### src/rtl/led_breath_ctrl.sv
// Breathing-LED duty sequencer: ramps duty between min and max with holds at each end.
// Duty, state and the step/hold counters change only on PWM period wraps.
module led_breath_ctrl #(
  parameter int DUTY_BITS    = 8,
  parameter int STEP_PERIODS = 4,
  parameter int HOLD_PERIODS = 16
) (
  input  logic                 clk,
  input  logic                 rst,
  input  logic                 en,
  input  logic                 cfg_valid,
  output logic                 cfg_ready,
  input  logic [DUTY_BITS-1:0] cfg_min,
  input  logic [DUTY_BITS-1:0] cfg_max,
  output logic [DUTY_BITS-1:0] duty,
  output logic [2:0]           state_o,
  output logic                 cycle_done
);

  localparam int SW = (STEP_PERIODS > 1) ? $clog2(STEP_PERIODS) : 1;
  localparam int HW = (HOLD_PERIODS > 1) ? $clog2(HOLD_PERIODS) : 1;
  localparam logic [SW-1:0] STEP_LAST = SW'(STEP_PERIODS - 1);
  localparam logic [HW-1:0] HOLD_LAST = HW'(HOLD_PERIODS - 1);

  typedef enum logic [2:0] {
    IDLE    = 3'd0,
    UP      = 3'd1,
    HOLD_HI = 3'd2,
    DOWN    = 3'd3,
    HOLD_LO = 3'd4
  } state_t;

  state_t               state_reg;
  logic [DUTY_BITS-1:0] pcnt_reg;
  logic [DUTY_BITS-1:0] min_reg;
  logic [DUTY_BITS-1:0] max_reg;
  logic [DUTY_BITS-1:0] duty_reg;
  logic [SW-1:0]        step_cnt_reg;
  logic [HW-1:0]        hold_cnt_reg;
  logic                 cycle_done_reg;

  logic wrap;
  logic step_tick;
  logic hold_last;

  assign wrap      = &pcnt_reg;
  assign step_tick = (step_cnt_reg == STEP_LAST);
  assign hold_last = (hold_cnt_reg == HOLD_LAST);

  always_ff @(posedge clk) begin
    if (rst) begin
      state_reg      <= IDLE;
      pcnt_reg       <= '0;
      min_reg        <= '0;
      max_reg        <= '1;
      duty_reg       <= '0;
      step_cnt_reg   <= '0;
      hold_cnt_reg   <= '0;
      cycle_done_reg <= 1'b0;
    end else begin
      pcnt_reg       <= pcnt_reg + 1'b1;
      cycle_done_reg <= 1'b0;

      // A transfer on a wrap edge lands after the IDLE action below reads min_reg.
      if (cfg_valid && (state_reg == IDLE)) begin
        if (cfg_min <= cfg_max) begin
          min_reg <= cfg_min;
          max_reg <= cfg_max;
        end else begin
          min_reg <= cfg_max;
          max_reg <= cfg_min;
        end
      end

      if (wrap) begin
        case (state_reg)
          IDLE: begin
            duty_reg <= min_reg;
            if (en) begin
              state_reg    <= UP;
              step_cnt_reg <= '0;
            end
          end
          UP: begin
            if (step_tick) begin
              step_cnt_reg <= '0;
              if (duty_reg >= max_reg) begin
                state_reg    <= HOLD_HI;
                hold_cnt_reg <= '0;
              end else begin
                duty_reg <= duty_reg + 1'b1;
              end
            end else begin
              step_cnt_reg <= step_cnt_reg + 1'b1;
            end
          end
          HOLD_HI: begin
            if (hold_last) begin
              state_reg    <= DOWN;
              step_cnt_reg <= '0;
            end else begin
              hold_cnt_reg <= hold_cnt_reg + 1'b1;
            end
          end
          DOWN: begin
            if (step_tick) begin
              step_cnt_reg <= '0;
              if (duty_reg <= min_reg) begin
                state_reg    <= HOLD_LO;
                hold_cnt_reg <= '0;
              end else begin
                duty_reg <= duty_reg - 1'b1;
              end
            end else begin
              step_cnt_reg <= step_cnt_reg + 1'b1;
            end
          end
          HOLD_LO: begin
            if (hold_last) begin
              cycle_done_reg <= 1'b1;
              step_cnt_reg   <= '0;
              state_reg      <= en ? UP : IDLE;
            end else begin
              hold_cnt_reg <= hold_cnt_reg + 1'b1;
            end
          end
          default: state_reg <= IDLE;
        endcase
      end
    end
  end

  assign cfg_ready  = (state_reg == IDLE);
  assign duty       = duty_reg;
  assign state_o    = state_reg;
  assign cycle_done = cycle_done_reg;

endmodule

### config.mk
export PLATFORM = sky130hd
export DESIGN_NAME = led_breath_ctrl
export DESIGN_NICKNAME = d
export VERILOG_FILES = /design/src/rtl/led_breath_ctrl.sv
export SDC_FILE = /design/constraint.sdc
export NUM_CORES = 1
export LEC_CHECK = 0
export ABC_AREA = 1
export CAP_MARGIN = 10
export CORE_ASPECT_RATIO = 1.4
export CORE_MARGIN = 3
export CORE_UTILIZATION = 35
export DETAILED_ROUTE_END_ITERATION = 12
export GPL_ROUTABILITY_DRIVEN = 0
export PLACE_DENSITY_LB_ADDON = 0.1
export SYNTH_ARGS = -nofsm -noshare
export SYNTH_HDL_FRONTEND = slang
export SYNTH_SLANG_ARGS = --single-unit
### constraint.sdc
create_clock -name clk -period 5.2 [get_ports clk]
set_input_delay 0.78 -clock clk [delete_from_list [all_inputs] [get_ports clk]]
set_output_delay 0.78 -clock clk [all_outputs]
set_load 0.005 [all_outputs]
# ---- Word-level counts from Yosys, hierarchy flattened
# Index checks and enable logic that the tools add are counted.
dict set report word_totals {
  latch_bits 0
  out_inout_bits 13
  inputBits 20
  register_bits 42
  mem_bits_rw 0
  word_cells 75
  memories 0
  mem_bits_ro 0
}
dict set report op_classes {
  multipliers 0
  n_mux 27
  n_div 0
  n_shift 0
  n_bitwise 2
  eq_ne 17
  n_addsub 5
  order_cmp 3
  n_reduce_logical 13
}
# cell n
set ops {}
lappend ops {{$mux 8} 6}
lappend ops {{$pmux 8 s3} 1}
lappend ops {{$mux 3} 7}
lappend ops {{$mux 4} 5}
lappend ops {{$ne 2x2->1 const B} 10}
lappend ops {{$add 8x1->8 const B} 2}
lappend ops {{$le 8x8->1} 2}
lappend ops {{$pmux 3 s5} 1}
lappend ops {{$reduce_and 15->1} 1}
lappend ops {{$reduce_and 14->1} 1}
lappend ops {{$reduce_and 13->1} 1}
lappend ops {{$pmux 4 s3} 1}
lappend ops {{$reduce_and 11->1} 1}
lappend ops {{$reduce_bool 3->1} 3}
lappend ops {{$ge 8x8->1} 1}
lappend ops {{$reduce_and 8->1} 1}
lappend ops {{$sub 8x1->8 const B} 1}
lappend ops {{$eq 3x2->1 const B} 2}
lappend ops {{$mux 2} 3}
lappend ops {{$pmux 2 s3} 1}
lappend ops {{$add 4x1->4 const B} 1}
lappend ops {{$eq 4x4->1 const B} 1}
lappend ops {{$reduce_or 2->1} 2}
lappend ops {{$eq 3x1->1 const B} 1}
lappend ops {{other kinds (9)} 11}

# ---- Depth between registers and ports, before layout
# Gate-level depths: netlist of the first run.
dict set report logic_depth {
  depth_word 4
  ltp_mapped 14
  mapped_depth_nobuf 14
}

# ---- Worst setup path after synthesis of the first run
# OpenSTA, ideal clock, no wires.
dict set report synth_path {
  kind {input port to flip-flop}
  startpoint {input port cfg_max[7]}
  endpoint {register min_reg[2]}
  arrival_ns 1.990
  t_required_ns 5.091
  path_buffers 1
  path_stages 12
  setup_slack_ns 3.101
  setup_ns 0.109
  path_cell_list {inv_1 ha_1 nand2_1 nor2_1 nand2_1 o211ai_2 nand2_4 buf_4 nand2_1 nand3_1 nand2_1 inv_1}
}
dict set report synth_via {
  elab_chain_cells 2
}
# item line
set synth_lines {}
lappend synth_lines {{start: declaration} 14} ;# input logic [DUTY_BITS-1:0] cfg_max,
lappend synth_lines {{$le 8x8->1} 66} ;# if (cfg_min <= cfg_max) begin
lappend synth_lines {{$mux 8} 66}
lappend synth_lines {{end signal: assignment} 67} ;# min_reg <= cfg_min;
lappend synth_lines {{end signal: assignment} 70} ;# min_reg <= cfg_max;
lappend synth_lines {{end: declaration} 35} ;# logic [DUTY_BITS-1:0] min_reg;
# No other way between the ends.
# A chain may end at the register's enable or synchronous reset.

==> impl_metrics.py, run 1 <==
metrics = {
    "sta": {
        "finClkSkew_ns": 0.00257,
        "timing.final.crit_share_pct": 54.8,
        "finalSetupTns_ns": 0,
        "rsz0062_at_grt": "no",
        "relSlewSlack_pct": 37.3,
        "setup_viol": 0,
        "finalMaxSlewViolations": 0,
        "max_freq_mhz": 351,
        "fin_hold_ws_ns": 0.481,
        "hold_viol": 0,
        "period_needed_ns": 2.85,
        "worstMarginPinSlew_ns": 0.938,
    },
    "cts": {
        "clk_latency_ns": 0.28,
        "post_cts_resized": 0,
        "cts_max_path_buffers": 2,
        "cts_hold_buf": 0,
        "clk_pin_slew_ns": 0.06,
        "cts_tree": "built",
        "clock_tree.root_cell": "clkbuf_16",
        "cts.sinks": 42,
        "cts_made_buffers": 5,
        "cts_max_level": 2,
        "cts_setup_buffers": 0,
    },
    "floorplanning": {
        "initial_core_util_pct": 36.1,
        "coreArea_um2": 8660,
        "io_pins": 33,
        "dieArea_um2": 10100,
        "num_rows": 40,
        "die_w_um": 85.9,
        "die_h_um": 118,
    },
    "critical_path": {
        "critical_path_required_ns": 5.39,
        "cp_max_fo": 24,
        "reg2reg_from": "state_o[0]$_SDFFE_PP0P_",
        "reg2reg_to": "duty[4]$_SDFFE_PP0P_",
        "r2r_slack_ns": 2.39,
        "critPathArrivalTime_ns": 3.03,
        "cp-end-kind": "flip-flop",
        "critPathLaunchType": "input port",
        "path_class": "input port to flip-flop",
        "worstRegToRegCells": 14,
        "crit_path_start": "rst",
        "crit_end": "min_reg[0]$_SDFFE_PP0P_",
    },
    "logic_synthesis": {
        "synthMuxAreaShare_pct": 0,
        "synth_compound_area_share_pct": 13.2,
        "synth_xor_area_share_pct": 1.68,
        "synthCells": 463,
        "synth_seq_cells": 42,
        "synthFlopType": "dfxtp_1",
        "yosysUniqueCellTypes": 40,
        "synth_top_family_by_area": "simple AND/OR/NAND/NOR gates",
        "avgSynthCellArea_um2": 6.76,
        "syn_nets": 517,
        "syn_area_um2": 3130,
        "ys_seq_area_share_pct": 26.9,
        "synthAdderAreaFrac_pct": 13.8,
        "ys.warnings.count": 0,
        "synth_edf_count": 0,
        "yosys.area_share.simple_pct": 33.7,
        "async_reset_ff_share_pct": 0,
    },
    "grt": {
        "grt_use_total_pct": 15.5,
        "grt-ovfl-total": 0,
        "grt_pass1_wl_um": 12800,
        "grt_pass1_vias": 2861,
        "grt_max_degree": 25,
        "antenna_found_initial": 0,
    },
    "finish": {
        "antenna_cells": 0,
        "syn_to_final_growth_pct": 17.7,
        "instances_no_fill": 598,
        "final_nets": 546,
        "final_area_um2": 3680,
        "layout-drive-gt1-share_pct": 9.13,
    },
    "min_path": {
        "worstHoldPathCells": 1,
        "hold_class": "flip-flop to flip-flop",
    },
    "pwr": {
        "p_int_mw": 0.606,
        "power.density_nw_per_um2": 219,
        "p_leak_nw": 1.82,
        "power_frac_comb_pct": 13.9,
        "p_clk_share_pct": 43.8,
        "swShare_pct": 25.0,
        "seqPwrFrac_pct": 42.3,
        "ir_drop_v": 0.000126,
        "p_switching_mw": 0.202,
    },
    "run": {
        "max_cap_violations": 0,
    },
    "route": {
        "first_iter_violations": 73,
        "vias": 2862,
        "ant_nets": 0,
        "wl_um": 7380,
        "via_per_inst": 4.79,
        "drc_errors": 0,
        "first_pass_iters": 4,
        "wire_per_inst_um": 12.3,
    },
    "status": {
        "status": "completed",
    },
    "place": {
        "dpl.cell_count": 590,
        "hpwl_um": 5930,
        "dpl_cell_area_um2": 3520,
        "portBuffers": 32,
    },
}
## per-layer routing
| metal | up-vias | track usage (%) | routed length [um] |
|---|---|---|---|
| met2 | 45 | 30.9 | 4100 |
| met3 | 9 | 2.17 | 171 |
| met5 | - | 0 | 0 |
| met1 | 1263 | 15.6 | 3010 |
| met4 | 0 | 5.05 | 106 |
| li1 | 1545 | - | - |
## cell usage in the layout (no fill, tap or decap), types with 12 or more instances in the layout
cell,synthesis,final
a21oi_1,34,34
clkdlybuf4s50_1,0,32
dfxtp_1,42,42
ha_1,33,33
inv_1,65,65
nand2_1,106,106
nand3_1,26,26
nor2_1,55,55
o21ai_0,16,16
o21ai_1,12,12
## power by group through the flow
stage / sequential [mW] / combinational [mW] / clock (mW)
2_1_floorplan: 0.347 / 0.0818 / 0
3_3_place_gp: 0.349 / 0.112 / 0
3_5_place_dp: 0.349 / 0.114 / 0
4_1_cts: 0.342 / 0.115 / 0.366
5_1_grt: 0.343 / 0.134 / 0.375
6_report: 0.342 / 0.113 / 0.354
## layout make-up
| type | count | area, um^2 |
|---|---|---|
| tap | 105 | 131 |
| timing repair buffer | 32 | 320 |
| fill | 959 | 4970 |
| sequential | 42 | 841 |
| clock buffer | 5 | 125 |
| inverter | 72 | 272 |
| clock inverter | 3 | 40.0 |
| multi-input combinational | 339 | 1950 |
## cells in the mapped netlist, drive strengths merged, types with 4 or more instances
master	number	area share, %
nor3	6	1.3
o21ai	29	4.8
nand4	7	1.6
inv	70	8.4
nand2	113	14
ha	33	13
nand3	33	6.6
nor2	64	9.2
a21oi	36	6.2
dfxtp	42	27
o21a	4	0.96
buf	7	1.6
## cell families (layout without fill, tap and decap cells)
kind of cell | Yosys count | after routing
AOI/OAI and AO/OA | 74 | 74
DFF | 42 | 42
adders and majority gates | 34 | 34
xor gates and xnor gates | 6 | 6
and+or+nand+nor | 225 | 225
buffers and inverters | 82 | 112
## how the worst min path moves through the flow
| stage | from | endpoint | slack, ns |
|---|---|---|---|
| after floorplan | pcnt_reg[0]$_SDFF_PP0_ | pcnt_reg[0]$_SDFF_PP0_ | 0.44 |
| after global placement | pcnt_reg[0]$_SDFF_PP0_ | pcnt_reg[0]$_SDFF_PP0_ | 0.46 |
| after detailed placement | pcnt_reg[0]$_SDFF_PP0_ | pcnt_reg[0]$_SDFF_PP0_ | 0.47 |
| after CTS | max_reg[4]$_SDFFE_PP1P_ | max_reg[4]$_SDFFE_PP1P_ | 0.49 |
| after global routing | pcnt_reg[0]$_SDFF_PP0_ | pcnt_reg[0]$_SDFF_PP0_ | 0.50 |
| final | pcnt_reg[0]$_SDFF_PP0_ | pcnt_reg[0]$_SDFF_PP0_ | 0.48 |
## critical path: stages
cell and delay (ns):
clkdlybuf4s50_1 1.08, clkinv_1 0.78, o21a_1 0.28, nand2_1 0.06
inv_1 0.03
## stage by stage
step	util, %	power (mW)	setup WS [ns]
finish	42.5	0.808	2.35
global route	42.5	0.852	2.12
CTS	42.5	0.822	2.25
detailed placement	40.6	0.464	1.96
global placement	40.6	0.461	2.01
floorplan	-	0.429	3.10
Note: power is estimated with default switching activity, not from simulation.
==> run 2, diff against run 1 <==
==> constraint.sdc (replaced) <==
create_clock -name clk -period 2.76 [get_ports clk]
set_input_delay 0.414 -clock clk [delete_from_list [all_inputs] [get_ports clk]]
set_output_delay 0.414 -clock clk [all_outputs]
set_load 0.005 [all_outputs]
==> run 2 against run 1 <==
Routed wire length up 1.7%. Utilization shrank 0.20 points. Non-clock buffer count is 2 higher. Flip-flop and latch count unchanged.
==> impl_metrics.py, run 2 (synthesis results as in run 1) <==
metrics = {
    "cts": {
        "post_cts_resized": 0,
        "clk_latency_ns": 0.29,
        "cts_setup_buffers": 0,
        "cts_max_path_buffers": 2,
        "cts_made_buffers": 5,
        "clock_tree.root_cell": "clkbuf_16",
        "cts_max_level": 2,
        "cts_hold_buf": 0,
        "clk_pin_slew_ns": 0.06,
        "cts.sinks": 42,
        "cts_tree": "built",
    },
    "sta": {
        "worstMarginPinSlew_ns": 0.580,
        "hold_viol": 0,
        "setup_viol": 0,
        "finalSetupTns_ns": 0,
        "timing.final.crit_share_pct": 82.5,
        "relSlewSlack_pct": 61.1,
        "finalMaxSlewViolations": 0,
        "finClkSkew_ns": 0.00406,
        "period_needed_ns": 2.28,
        "rsz0062_at_grt": "no",
        "max_freq_mhz": 439,
    },
    "finish": {
        "final_nets": 548,
        "layout_commonest_cell": "nand2_1",
        "antenna_cells": 0,
        "syn_to_final_growth_pct": 17.2,
        "final_cell_mix": "nand2_1, inv_1, nor2_1",
        "layout-drive-gt1-share_pct": 8.91,
        "nFillCells": 958,
    },
    "grt": {
        "grt_pass1_wl_um": 12800,
        "grt_max_degree": 25,
        "grt_pass1_vias": 2879,
        "grt_use_total_pct": 15.7,
        "antenna_found_initial": 0,
        "grt-ovfl-total": 0,
    },
    "route": {
        "vias": 2876,
        "via_per_inst": 4.80,
        "wl_um": 7510,
        "first_pass_iters": 5,
        "first_iter_violations": 94,
        "ant_nets": 0,
        "drc_errors": 0,
        "wire_per_inst_um": 12.5,
    },
    "pwr": {
        "p_int_mw": 1.05,
        "swShare_pct": 26.0,
        "finalPower_mw": 1.42,
        "ir_drop_v": 0.000276,
        "p_leak_nw": 1.81,
        "power.density_nw_per_um2": 387,
        "seqPwrFrac_pct": 45.4,
        "p_switching_mw": 0.370,
        "power_frac_comb_pct": 15.1,
        "p_clk_share_pct": 39.6,
    },
    "place": {
        "portBuffers": 32,
        "hpwl_um": 5950,
    },
    "run": {
        "max_cap_violations": 0,
    },
    "critical_path": {
        "cp_max_fo": 14,
        "reg2reg_to": "duty[5]$_SDFFE_PP0P_",
        "crit_path_start": "state_o[2]$_SDFFE_PP0P_",
        "crit_end": "duty[5]$_SDFFE_PP0P_",
        "critPathArrivalTime_ns": 2.46,
        "critPathLaunchType": "flip-flop",
        "r2r_slack_ns": 0.48,
        "critical_path_required_ns": 2.94,
        "path_class": "flip-flop to flip-flop",
        "worstRegToRegCells": 12,
        "cp-end-kind": "flip-flop",
        "reg2reg_from": "state_o[2]$_SDFFE_PP0P_",
    },
    "floorplanning": {
        "coreArea_um2": 8660,
        "dieArea_um2": 10100,
        "initial_core_util_pct": 36.1,
        "die_w_um": 85.9,
        "die_h_um": 118,
        "io_pins": 33,
        "num_rows": 40,
    },
    "status": {
        "status": "completed",
    },
    "min_path": {
        "hold_class": "flip-flop to flip-flop",
    },
}
==> run 2: layout make-up <==
cell class / instances / area (um^2) / share of cell area, %
Inverter: 72 / 272 / 7.41
Multi-Input combinational cell: 339 / 1950 / 53.3
Tap cell: 105 / 131 / 3.58
Sequential cell: 42 / 841 / 22.9
Timing Repair Buffer: 34 / 335 / 9.15
Clock buffer: 7 / 133 / 3.62
==> run 2: metrics by stage <==
stage	setup slack [ns]	utilization, %	cells	hold WS [ns]	area, um^2
finish	0.482	42.3	599	0.478	3670
global route	0.186	42.3	599	0.498	3670
CTS	0.467	42.3	599	0.479	3670
detailed placement	0.239	40.8	592	0.466	3530
global placement	0.263	40.8	592	0.457	3530
floorplan	0.799	-	463	0.440	3130
==> run 2: how the worst min path moves through the flow <==
stage                           startpoint                      to  slack, ns  depth (start not counted)
detailed placement  pcnt_reg[0]$_SDFF_PP0_  pcnt_reg[0]$_SDFF_PP0_       0.47                          1
floorplan           pcnt_reg[0]$_SDFF_PP0_  pcnt_reg[0]$_SDFF_PP0_       0.44                          1
global placement    pcnt_reg[0]$_SDFF_PP0_  pcnt_reg[0]$_SDFF_PP0_       0.46                          1
finish              pcnt_reg[0]$_SDFF_PP0_  pcnt_reg[0]$_SDFF_PP0_       0.48                          1
CTS                 pcnt_reg[0]$_SDFF_PP0_  pcnt_reg[0]$_SDFF_PP0_       0.48                          1
global route        pcnt_reg[0]$_SDFF_PP0_  pcnt_reg[0]$_SDFF_PP0_       0.50                          1
==> run 2: layer usage <==
metal,track usage [%],vias up,part of all wire [%]
li1,-,1543,-
met1,15.5,1284,40
met2,31.1,41,55
met3,2.66,8,2.7
met4,5.64,0,1.9
met5,0,-,0
==> run 2: worst max-delay path, cell delays in order (launching register included) <==
cell and delay [ns]:
dfxtp_1 0.51, nor2_2 0.09, inv_2 0.25, nor2_8 0.10
ha_1 0.36, a21oi_1 0.16, nand2_1 0.14, nand3_1 0.11
nand2_1 0.08, xnor2_1 0.14, o21ai_0 0.09, nor2_1 0.10
nor2_1 0.04
==> run 2: power by group through the flow <==
stage               Combinational (mW)  Sequential (mW)  Clock, mW
detailed placement               0.217            0.657          0
floorplan                        0.154            0.654          0
CTS                              0.219            0.644      0.585
finish                           0.214            0.644      0.561
global placement                 0.213            0.657          0
global route                     0.253            0.647      0.602
